`src/rtl/siso_chain_sequencer.sv`:
```
// siso_chain_sequencer: drives a 4-phase latch-based SISO chain from a
// valid/ready stream. Each step emits four non-overlapping latch pulses,
// starting on the output side, and shifts a shadow valid pipeline. The
// shadow pipeline tracks which chain slots hold real data.
module siso_chain_sequencer #(
  parameter int LANES = 4,
  parameter int DEPTH = 16,
  parameter int PW    = 1,
  parameter int GAP   = 1
) (
  input  logic                       clk,
  input  logic                       rst,
  input  logic [LANES-1:0]           in_data,
  input  logic                       in_valid,
  output logic                       in_ready,
  output logic [LANES-1:0]           out_data,
  output logic                       out_valid,
  input  logic                       out_ready,
  input  logic                       flush,
  output logic [3:0]                 latch,
  output logic [LANES-1:0]           siso_in,
  input  logic [LANES-1:0]           siso_out,
  output logic                       busy,
  output logic [$clog2(DEPTH+1)-1:0] occupancy
);

  localparam int OCC_W = $clog2(DEPTH + 1);
  localparam int SLOT  = PW + GAP;
  localparam int SUB_W = (SLOT > 1) ? $clog2(SLOT) : 1;

  typedef enum logic {
    ST_IDLE = 1'b0,
    ST_STEP = 1'b1
  } state_t;

  state_t             state_r;
  logic [1:0]         phase_r;
  logic [SUB_W-1:0]   sub_r;
  logic [3:0]         latch_r;
  logic [LANES-1:0]   siso_in_r;
  logic [DEPTH-1:0]   sv_r;
  logic [OCC_W-1:0]   occ_r;
  logic               new_bit_r;
  logic               flush_active_r;

  logic               idle_s;
  logic               head_s;
  logic               in_ready_s;
  logic               out_valid_s;
  logic               push_s;
  logic               bubble_s;
  logic               pop_s;

  // One-hot latch pattern for a given phase.
  function automatic logic [3:0] phase_onehot(input logic [1:0] p);
    phase_onehot = 4'b0001 << p;
  endfunction

  // Handshake and step-start decode from the registered state.
  always_comb begin
    idle_s      = (state_r == ST_IDLE);
    head_s      = sv_r[DEPTH-1];
    in_ready_s  = 1'b0;
    out_valid_s = 1'b0;
    if (idle_s && !rst) begin
      in_ready_s  = !head_s;
      out_valid_s = head_s;
    end else begin
      in_ready_s  = 1'b0;
      out_valid_s = 1'b0;
    end
    push_s   = in_valid && in_ready_s;
    pop_s    = out_valid_s && out_ready;
    bubble_s = idle_s && !rst && !push_s && flush_active_r &&
               (occ_r != {OCC_W{1'b0}}) && !head_s;
  end

  // Step FSM: pulse sequencing, data register, shadow valid and occupancy.
  always_ff @(posedge clk) begin
    if (rst) begin
      state_r   <= ST_IDLE;
      phase_r   <= 2'd0;
      sub_r     <= {SUB_W{1'b0}};
      latch_r   <= 4'b0000;
      siso_in_r <= {LANES{1'b0}};
      sv_r      <= {DEPTH{1'b0}};
      occ_r     <= {OCC_W{1'b0}};
      new_bit_r <= 1'b0;
    end else begin
      case (state_r)
        ST_IDLE: begin
          if (push_s || bubble_s) begin
            state_r   <= ST_STEP;
            phase_r   <= 2'd0;
            sub_r     <= {SUB_W{1'b0}};
            latch_r   <= 4'b0001;
            siso_in_r <= push_s ? in_data : {LANES{1'b0}};
            new_bit_r <= push_s;
          end else if (pop_s) begin
            // Head leaves; a new step may only start next cycle.
            sv_r[DEPTH-1] <= 1'b0;
            occ_r         <= occ_r - {{(OCC_W-1){1'b0}}, 1'b1};
            latch_r       <= 4'b0000;
          end else begin
            latch_r <= 4'b0000;
          end
        end
        ST_STEP: begin
          if (sub_r == SUB_W'(SLOT - 1)) begin
            if (phase_r == 2'd3) begin
              state_r <= ST_IDLE;
              latch_r <= 4'b0000;
              sv_r    <= {sv_r[DEPTH-2:0], new_bit_r};
              occ_r   <= occ_r + {{(OCC_W-1){1'b0}}, new_bit_r};
            end else begin
              phase_r <= phase_r + 2'd1;
              sub_r   <= {SUB_W{1'b0}};
              latch_r <= phase_onehot(phase_r + 2'd1);
            end
          end else begin
            sub_r <= sub_r + {{(SUB_W-1){1'b0}}, 1'b1};
            if ((int'(sub_r) + 1) < PW) begin
              latch_r <= phase_onehot(phase_r);
            end else begin
              latch_r <= 4'b0000;
            end
          end
        end
        default: begin
          state_r <= ST_IDLE;
          latch_r <= 4'b0000;
        end
      endcase
    end
  end

  // Flush request tracking; an empty chain with nothing in flight ignores it.
  always_ff @(posedge clk) begin
    if (rst) begin
      flush_active_r <= 1'b0;
    end else if (flush && ((occ_r != {OCC_W{1'b0}}) || (state_r == ST_STEP) || push_s)) begin
      flush_active_r <= 1'b1;
    end else if (idle_s && (occ_r == {OCC_W{1'b0}})) begin
      flush_active_r <= 1'b0;
    end else begin
      flush_active_r <= flush_active_r;
    end
  end

  assign in_ready  = in_ready_s;
  assign out_valid = out_valid_s;
  assign out_data  = siso_out;
  assign latch     = latch_r;
  assign siso_in   = siso_in_r;
  assign busy      = (state_r == ST_STEP);
  assign occupancy = occ_r;

endmodule

```
`config.mk`:
```
export PLATFORM = sky130hd
export DESIGN_NAME = siso_chain_sequencer
export DESIGN_NICKNAME = d
export VERILOG_FILES = /design/src/rtl/siso_chain_sequencer.sv
export SDC_FILE = /design/constraint.sdc
export NUM_CORES = 1
export LEC_CHECK = 0
export BUFFER_PORTS_ARGS = -buffer_cell sky130_fd_sc_hd__buf_4
export CORE_ASPECT_RATIO = 1.5
export CORE_MARGIN = 2
export CORE_UTILIZATION = 45
export CTS_BUF_LIST = sky130_fd_sc_hd__clkbuf_4
export DETAILED_ROUTE_END_ITERATION = 12
export HOLD_SLACK_MARGIN = 0.05
export PLACE_DENSITY = 0.68
export SETUP_SLACK_MARGIN = 0.2
export SYNTH_ARGS = -nofsm -noshare
export SYNTH_HDL_FRONTEND = slang
export SYNTH_SLANG_ARGS = --single-unit
```
`constraint.sdc`:
```
create_clock -name clk -period 5.8 [get_ports clk]
set_input_delay 0.87 -clock clk [delete_from_list [all_inputs] [get_ports clk]]
set_output_delay 0.87 -clock clk [all_outputs]
set_load 0.02 [all_outputs]
```
==> results.toml, run 1 <==
[power]
finalPower_uw = 416
power.leakage_nw = 0.736
vdd_drop_max_mv = 0.163
powerDensity_nw_per_um2 = 236

[clock_network]
postCtsHoldBufs = 0
cts-root-buf = "clkbuf_4"
cts_buffers = 5
cts_tree = "yes"
post_cts_buffers = 0
clk-insertion-delay-late_ns = 0.33
htreeDepth = 2
cts.sinks = 35
clock_path_buffers = 2
cts_resized = 0
clk_pin_slew_ns = 0.10

[detailed_routing]
wirelength_um = 3000
vias = 1213
antenna_left = 0
routed_via_density = 5.32
drtPass1Iterations = 4
drtIter0Drc = 29
drc_errors = 0
wl_per_cell_um = 13.1

[grt]
grt_pass1_wl_um = 4930
grt_overflow = 0
grt_pass1_vias = 1178
antenna_found_initial = 0
grt_start_max_net_pins = 40
track_usage_pct = 17.0

[critical_path]
crit_required_ns = 4.93
rrSetupSlack_ns = 3.44
path_class = "in -> out"
cp.arrival_ns = 1.54
path_max_fanout = 39
ff2ff_path_depth = 7
cp-start-kind = "input port"
rr_endpoint = "occupancy[4]"
cp-end-kind = "output port"
reg2reg_from = "busy"

[cells_and_area]
fill_cells = 338
mostFrequentLayoutCells = "dfxtp_1, nand2_1, buf_4, a21oi_1, ha_1"
drive_above_1_share_pct = 21.5
multi_input_area_um2 = 758
antenna_cells = 0
final_common_cell = "dfxtp_1"
area_growth_pct = 13.7
fin_area_um2 = 1760
nNetsFinal = 208
regArea_um2 = 701

[die]
io_pins = 33
dieArea_um2 = 3930
start_util_pct = 46.2
rows = 26
core_um2 = 3350
die_w_um = 51.9
fp.dieH_um = 75.8

[yosys]
synth_top_area_share_pct = 45.3
netlist.top_cell.by_area = "dfxtp_1"
synth_cell_types = 37
synth_cells = 167
ys_warn_count = 0
ys_seq_area_share_pct = 45.3
synth.ff_latch_count = 35
synth.net_count = 190
synth_area_leaders = "dfxtp_1, nand2_1, ha_1"
synth.avg_cell_area_um2 = 9.27
netlist_area_um2 = 1550

[placement]
placement.io_buffers = 24
dp_hpwl_um = 2140
placed_cell_area_um2 = 1700
place_congestion = 0.734

[timing]
fin_tns_setup_ns = 0
fmax_mhz = 414
skew_ns = 0.00474
rsz0062_at_grt = "false"
report.final.slew_viol_count = 0
worst_pin_slew_ns = 0.670
relSlewSlack_pct = 55.2
finalSetupViolCount = 0
hold_viol_final = 0
fin_crit_ns = 2.41
fin_crit_sh_pct = 41.6

[worst_hold_path]
min_to = "sv_r[5]"
worst_hold_path_type = "reg -> reg"
hold_depth = 2
hp-start = "sv_r[5]"

[status]
outcome = "complete, no violations"

[job]
drv_cap = 0
[Yosys cell counts]
| cell | number |
|---|---|
| dfxtp_1 | 35 |
| nand2_1 | 34 |
| a21oi_1 | 19 |
| ha_1 | 9 |
| buf_4 | 6 |
| nor2_1 | 6 |
| buf_2 | 5 |
| nor3b_1 | 5 |
| a22o_2 | 4 |
| nor3_1 | 4 |
| inv_1 | 3 |
| mux2i_1 | 3 |
| a211oi_1 | 2 |
| a21o_1 | 2 |
| a31o_1 | 2 |
| clkbuf_1 | 2 |
| nand2b_1 | 2 |
| nand3_1 | 2 |
| nand3b_1 | 2 |
| o21a_1 | 2 |
| xor2_1 | 2 |
| a2111oi_0 | 1 |
| a21oi_4 | 1 |
| and2_1 | 1 |
| and3_1 | 1 |
| and3b_1 | 1 |
| fa_1 | 1 |
| nor3_4 | 1 |
| nor4_1 | 1 |
| nor4b_1 | 1 |
| o211a_1 | 1 |
| o21bai_1 | 1 |
| o22ai_1 | 1 |
| o31ai_1 | 1 |
| or2_2 | 1 |
| or3_1 | 1 |
| or4b_4 | 1 |
[power by group]
part	internal [mW]	switching [mW]	leakage [nW]
sequential	0.245	0.00470	0.284
combinational	0.0155	0.0184	0.421
clock	0.0514	0.0803	0.0317
total	0.312	0.103	0.736
[metal layers]
layer,vias to the layer above,share of wire [%],GRT usage (%)
li1,606,-,-
met1,573,40,16.9
met2,28,54,31.5
met3,6,3.9,3.73
met4,0,2.3,10.2
met5,-,0,0
[metrics by stage]
step	hold WS (ns)	worst slack (ns)	utilization (%)	instances
finish	0.459	3.39	52.5	228
global route	0.477	3.33	52.5	228
CTS	0.462	3.38	52.5	228
detailed placement	0.446	3.39	50.8	220
global placement	0.437	3.44	50.8	220
floorplan	0.431	3.23	-	167
[cell type report]
type                    instances  area share (%)
clock inverters                 2           0.711
repair buffers                 24            10.2
flip-flops and latches         35            39.8
inverters                       3           0.640
clock buffers                   6            2.56
multi-input cells             116            43.1
well taps                      42            2.99
[worst max-delay path: stages]
cell and delay, ns:
buf_4 0.23, nor3_1 0.24, buf_4 0.19
[how the worst max path moves through the flow]
stage,from,to,cells after the start
CTS,rst,in_ready,3
global placement,rst,out_valid,3
floorplan,rst,out_valid,3
detailed placement,rst,in_ready,3
finish,rst,in_ready,3
global route,rst,out_valid,3
[sequential cells by signal, summed over array words and instances (netlist names)]
signal          count
sub_r               1
phase_r             2
siso_in             4
flush_active_r      1
sv_r               16
occupancy           5
latch               4
busy                1
new_bit_r           1
[kinds of logic after synthesis]
kind of cell	after synthesis	synth area share (%)
xor gates and xnor gates	2	1.13
and+or+nand+nor	64	20.9
buffers and inverters	16	5.74
muxes	3	1.94
AOI/OAI and AO/OA	37	16.4
adders and majority gates	10	8.57
DFF	35	45.3
(Power assumes the default switching activity.)
==> run 2: changes to the inputs <==
clock period = 2.4 ns   (was 5.8 ns; I/O delays follow)
==> results.toml, run 2 (same netlist as run 1, synthesis figures left out) <==
[power]
power.leakage_nw = 0.753
powerDensity_nw_per_um2 = 614
vdd_drop_max_mv = 0.471

[timing]
relSlewSlack_pct = 59.4
skew_ns = 0.00992
report.final.slew_viol_count = 0
fin_crit_ns = 2.07
hold_viol_final = 0
fmax_mhz = 483
finalSetupViolCount = 0
fin_tns_setup_ns = 0
worst_pin_slew_ns = 0.609
rsz0062_at_grt = "false"
fin_crit_sh_pct = 86.2

[grt]
track_usage_pct = 17.5
antenna_found_initial = 0
grt_overflow = 0
grt_start_max_net_pins = 40
grt_pass1_wl_um = 4960
grt_pass1_vias = 1125

[worst_hold_path]
worst_hold_path_type = "in -> reg"
hp-start = "in_data[3]"

[detailed_routing]
drc_errors = 0
routed_via_density = 5.38
drtPass1Iterations = 4
drtIter0Drc = 36
wl_per_cell_um = 13.4
antenna_left = 0
wirelength_um = 3060
vias = 1233

[cells_and_area]
area_growth_pct = 15.9
regMostFlops = "sv_r"
drive_above_1_share_pct = 22.5
antenna_cells = 0
mostFrequentLayoutCells = "nand2_1, dfxtp_1, buf_4, a21oi_1, ha_1"
nNetsFinal = 209
postLayoutCoreUtil_pct = 53.5
largest_register_ff_count = 16

[clock_network]
post_cts_buffers = 0
clk-insertion-delay-late_ns = 0.35
postCtsHoldBufs = 0
cts.sinks = 35
htreeDepth = 2
clock_path_buffers = 2
clk_pin_slew_ns = 0.11
cts_tree = "yes"
cts-root-buf = "clkbuf_4"
cts_resized = 0
cts_buffers = 5

[critical_path]
cp.arrival_ns = 2.31
reg2reg_from = "busy"
cp-startpoint = "busy"
path_class = "reg -> reg"
cp-end-kind = "flip-flop"
path_max_fanout = 13
cp-start-kind = "flip-flop"
crit_required_ns = 2.64

[die]
io_pins = 33
dieArea_um2 = 3930
rows = 26
core_um2 = 3350
start_util_pct = 46.2
fp.dieH_um = 75.8
die_w_um = 51.9

[placement]
place_congestion = 0.756
dp_hpwl_um = 2180
placement.io_buffers = 24

[status]
outcome = "complete, no violations"

[job]
drv_cap = 0
run 2: cell count changes in the layout (fill, tap and decap cells not counted), sizes merged:
cell | previous run | this run
buf | 24 | 25
bufinv | 0 | 1
clkbuf | 6 | 5
clkinvlp | 1 | 0
clkinv | 1 | 2
run 2: critical path: stages (launching register included):
cell and delay [ns]:
dfxtp_4 0.43, nand2b_1 0.07, ha_1 0.21, fa_1 0.42, a21o_1 0.19, a21oi_2 0.18
nor4b_1 0.07, or3_1 0.38
run 2: final cells by class:
| class | count | area [um^2] |
|---|---|---|
| Timing Repair Buffer | 25 | 188 |
| Clock buffer | 5 | 37.5 |
| Inverter | 3 | 11.3 |
| Tap cell | 42 | 52.6 |
| Multi-Input combinational cell | 116 | 762 |
| Fill cell | 313 | 1560 |
| Sequential cell | 35 | 704 |
| Clock inverter | 3 | 38.8 |
run 2: worst paths after layout:
kind             endpoint  slack [ns]  cells after the start
min            siso_in[3]        0.23                      2
max          occupancy[4]        0.33                      7
min reg2reg       sv_r[6]        0.45                      2
max reg2reg  occupancy[4]        0.33                      7
run 2: report_power, final:
group | leakage (nW) | switching [mW] | total [mW] | internal, mW
Clock | 0.0426 | 0.201 | 0.415 | 0.214
Sequential | 0.284 | 0.0113 | 0.604 | 0.592
Combinational | 0.426 | 0.0451 | 0.0827 | 0.0377
run 2: per-layer routing:
| layer | wire, um | global-route usage, % |
|---|---|---|
| met5 | 0 | 0 |
| met4 | 61 | 11.7 |
| met3 | 126 | 2.94 |
| met2 | 1680 | 31.6 |
| met1 | 1190 | 18.2 |
run 2: metrics by stage:
step,setup WS [ns],hold WS [ns],instances,area (um^2),power [mW]
floorplan,0.271,0.431,167,1550,0.678
global placement,0.343,0.436,221,1710,0.696
detailed placement,0.250,0.445,221,1710,0.700
CTS,0.227,0.221,229,1790,1.12
global route,0.261,0.231,229,1790,1.14
finish,0.332,0.230,229,1790,1.10
==> run 3: changes to the inputs <==
CORE_MARGIN = not set   (was 2)
==> results.toml, run 3 (same netlist as run 1, synthesis figures left out) <==
[timing]
worst_pin_slew_ns = 0.621
finalSetupViolCount = 0
fin_crit_ns = 2.04
relSlewSlack_pct = 58.6
hold_viol_final = 0
report.final.slew_viol_count = 0
rsz0062_at_grt = "false"
fmax_mhz = 490
fin_crit_sh_pct = 85.0
fin_tns_setup_ns = 0
skew_ns = 0.0121

[die]
start_util_pct = 48.0
rows = 25
io_pins = 33
die_w_um = 49.9
dieArea_um2 = 3680
fp.dieH_um = 73.8
core_um2 = 3220

[power]
seqPwrFrac_pct = 49.5
p_sw_share_pct = 20.8
p_switching_uw = 253
power.leakage_nw = 0.766
powerDensity_nw_per_um2 = 670
vdd_drop_max_mv = 0.403
power_frac_comb_pct = 6.7
power.internal_uw = 966
p_clk_share_pct = 43.9

[clock_network]
clk-insertion-delay-late_ns = 0.34
clk_pin_slew_ns = 0.11
cts_buffers = 5
clock_path_buffers = 2
cts.sinks = 35
cts_tree = "yes"
postCtsHoldBufs = 0
htreeDepth = 2
cts-root-buf = "clkbuf_4"

[grt]
grt_pass1_wl_um = 5120
antenna_found_initial = 0
track_usage_pct = 18.6
grt_pass1_vias = 1188
grt_start_max_net_pins = 40
grt_overflow = 0

[critical_path]
cp.arrival_ns = 2.27
crit_chain = "nand2b_1, ha_1, fa_1, a21o_1, a21oi_2, nor4b_1, or3_1"
critPathMaxStageDelay_ns = 0.43
crit_required_ns = 2.63
path_class = "reg -> reg"
ff2ff_path_depth = 7
cpMaxStageDelayCell = "dfxtp_4"
cp-start-kind = "flip-flop"
path_max_fanout = 13
cp-end-kind = "flip-flop"

[detailed_routing]
drtPass1Iterations = 4
drc_errors = 0
wirelength_um = 2920
drtIter0Drc = 17
vias = 1233
wl_per_cell_um = 12.9
antenna_left = 0
routed_via_density = 5.43

[worst_hold_path]
worst_hold_path_type = "in -> reg"
hold_depth = 2

[cells_and_area]
drive_above_1_share_pct = 23.0
regMostFlops = "sv_r"
largest_register_ff_count = 16
area_growth_pct = 17.6
fill_cells = 288
postLayoutCoreUtil_pct = 56.5
mostFrequentLayoutCells = "nand2_1, dfxtp_1, buf_4, a21oi_1, ha_1"
antenna_cells = 0
nNetsFinal = 209

[job]
drv_cap = 0

[placement]
placement.io_buffers = 24
dp_hpwl_um = 2050
place_congestion = 0.799

[status]
outcome = "complete, no violations"
run 3: cell count changes in the layout (fill, tap and decap cells not counted), sizes merged:
cell	previous run	this run
bufinv	1	2
clkbuf	5	6
clkinv	2	0
run 3: routing by layer:
| metal | part of all wire [%] | track usage [%] |
|---|---|---|
| met4 | 2.8 | 11.1 |
| met1 | 41 | 19.3 |
| met3 | 4.3 | 4.97 |
| met2 | 52 | 32.9 |
| met5 | 0 | 0 |
run 3: worst max-delay path: cells and delay by family, from the launching register on:
kind                       cells  cell delay, ns
adders and majority gates      2            0.62
and+or+nand+nor                3            0.53
DFF                            1            0.43
AOI/OAI and AO/OA              2            0.37
run 3: path summary, 6_finish.rpt:
| kind | from | to | slack, ns |
|---|---|---|---|
| setup / recovery | busy | occupancy[4] | 0.36 |
| hold / removal | in_data[3] | siso_in[3] | 0.24 |
| setup reg to reg | busy | occupancy[4] | 0.36 |
| hold reg to reg | sv_r[5] | sv_r[6] | 0.46 |
run 3: timing repair:
action                                  in CTS  in global routing
endpoints found under the setup margin       0                  1
resized for setup                            0                  2
setup buffers                                0                  0
run 3: metrics by stage:
step | std cells | power [mW] | hold WS, ns | setup slack [ns] | area (um^2)
2_1_floorplan | 167 | 0.678 | 0.431 | 0.271 | 1550
3_3_place_gp | 219 | 0.696 | 0.437 | 0.345 | 1710
3_5_place_dp | 219 | 0.699 | 0.446 | 0.273 | 1710
4_1_cts | 227 | 1.23 | 0.219 | 0.246 | 1810
5_1_grt | 227 | 1.26 | 0.216 | 0.256 | 1820
6_report | 227 | 1.22 | 0.237 | 0.360 | 1820
run 3: power groups by stage:
stage | Combinational, mW | Clock [mW] | Sequential, mW
2_1_floorplan | 0.0567 | 0 | 0.622
6_report | 0.0812 | 0.535 | 0.604
3_5_place_dp | 0.0819 | 0 | 0.617
3_3_place_gp | 0.0798 | 0 | 0.616
4_1_cts | 0.0820 | 0.545 | 0.604
5_1_grt | 0.0891 | 0.568 | 0.606
run 3: final cells by class:
type,count,area (um^2),area share [%]
clock buffer,6,45.0,2.47
clock inverter,2,60.1,3.30
inverter,3,11.3,0.619
multi-input combinational,116,762,41.9
sequential,35,704,38.7
tap,40,50.0,2.75
timing repair buffer,25,188,10.3
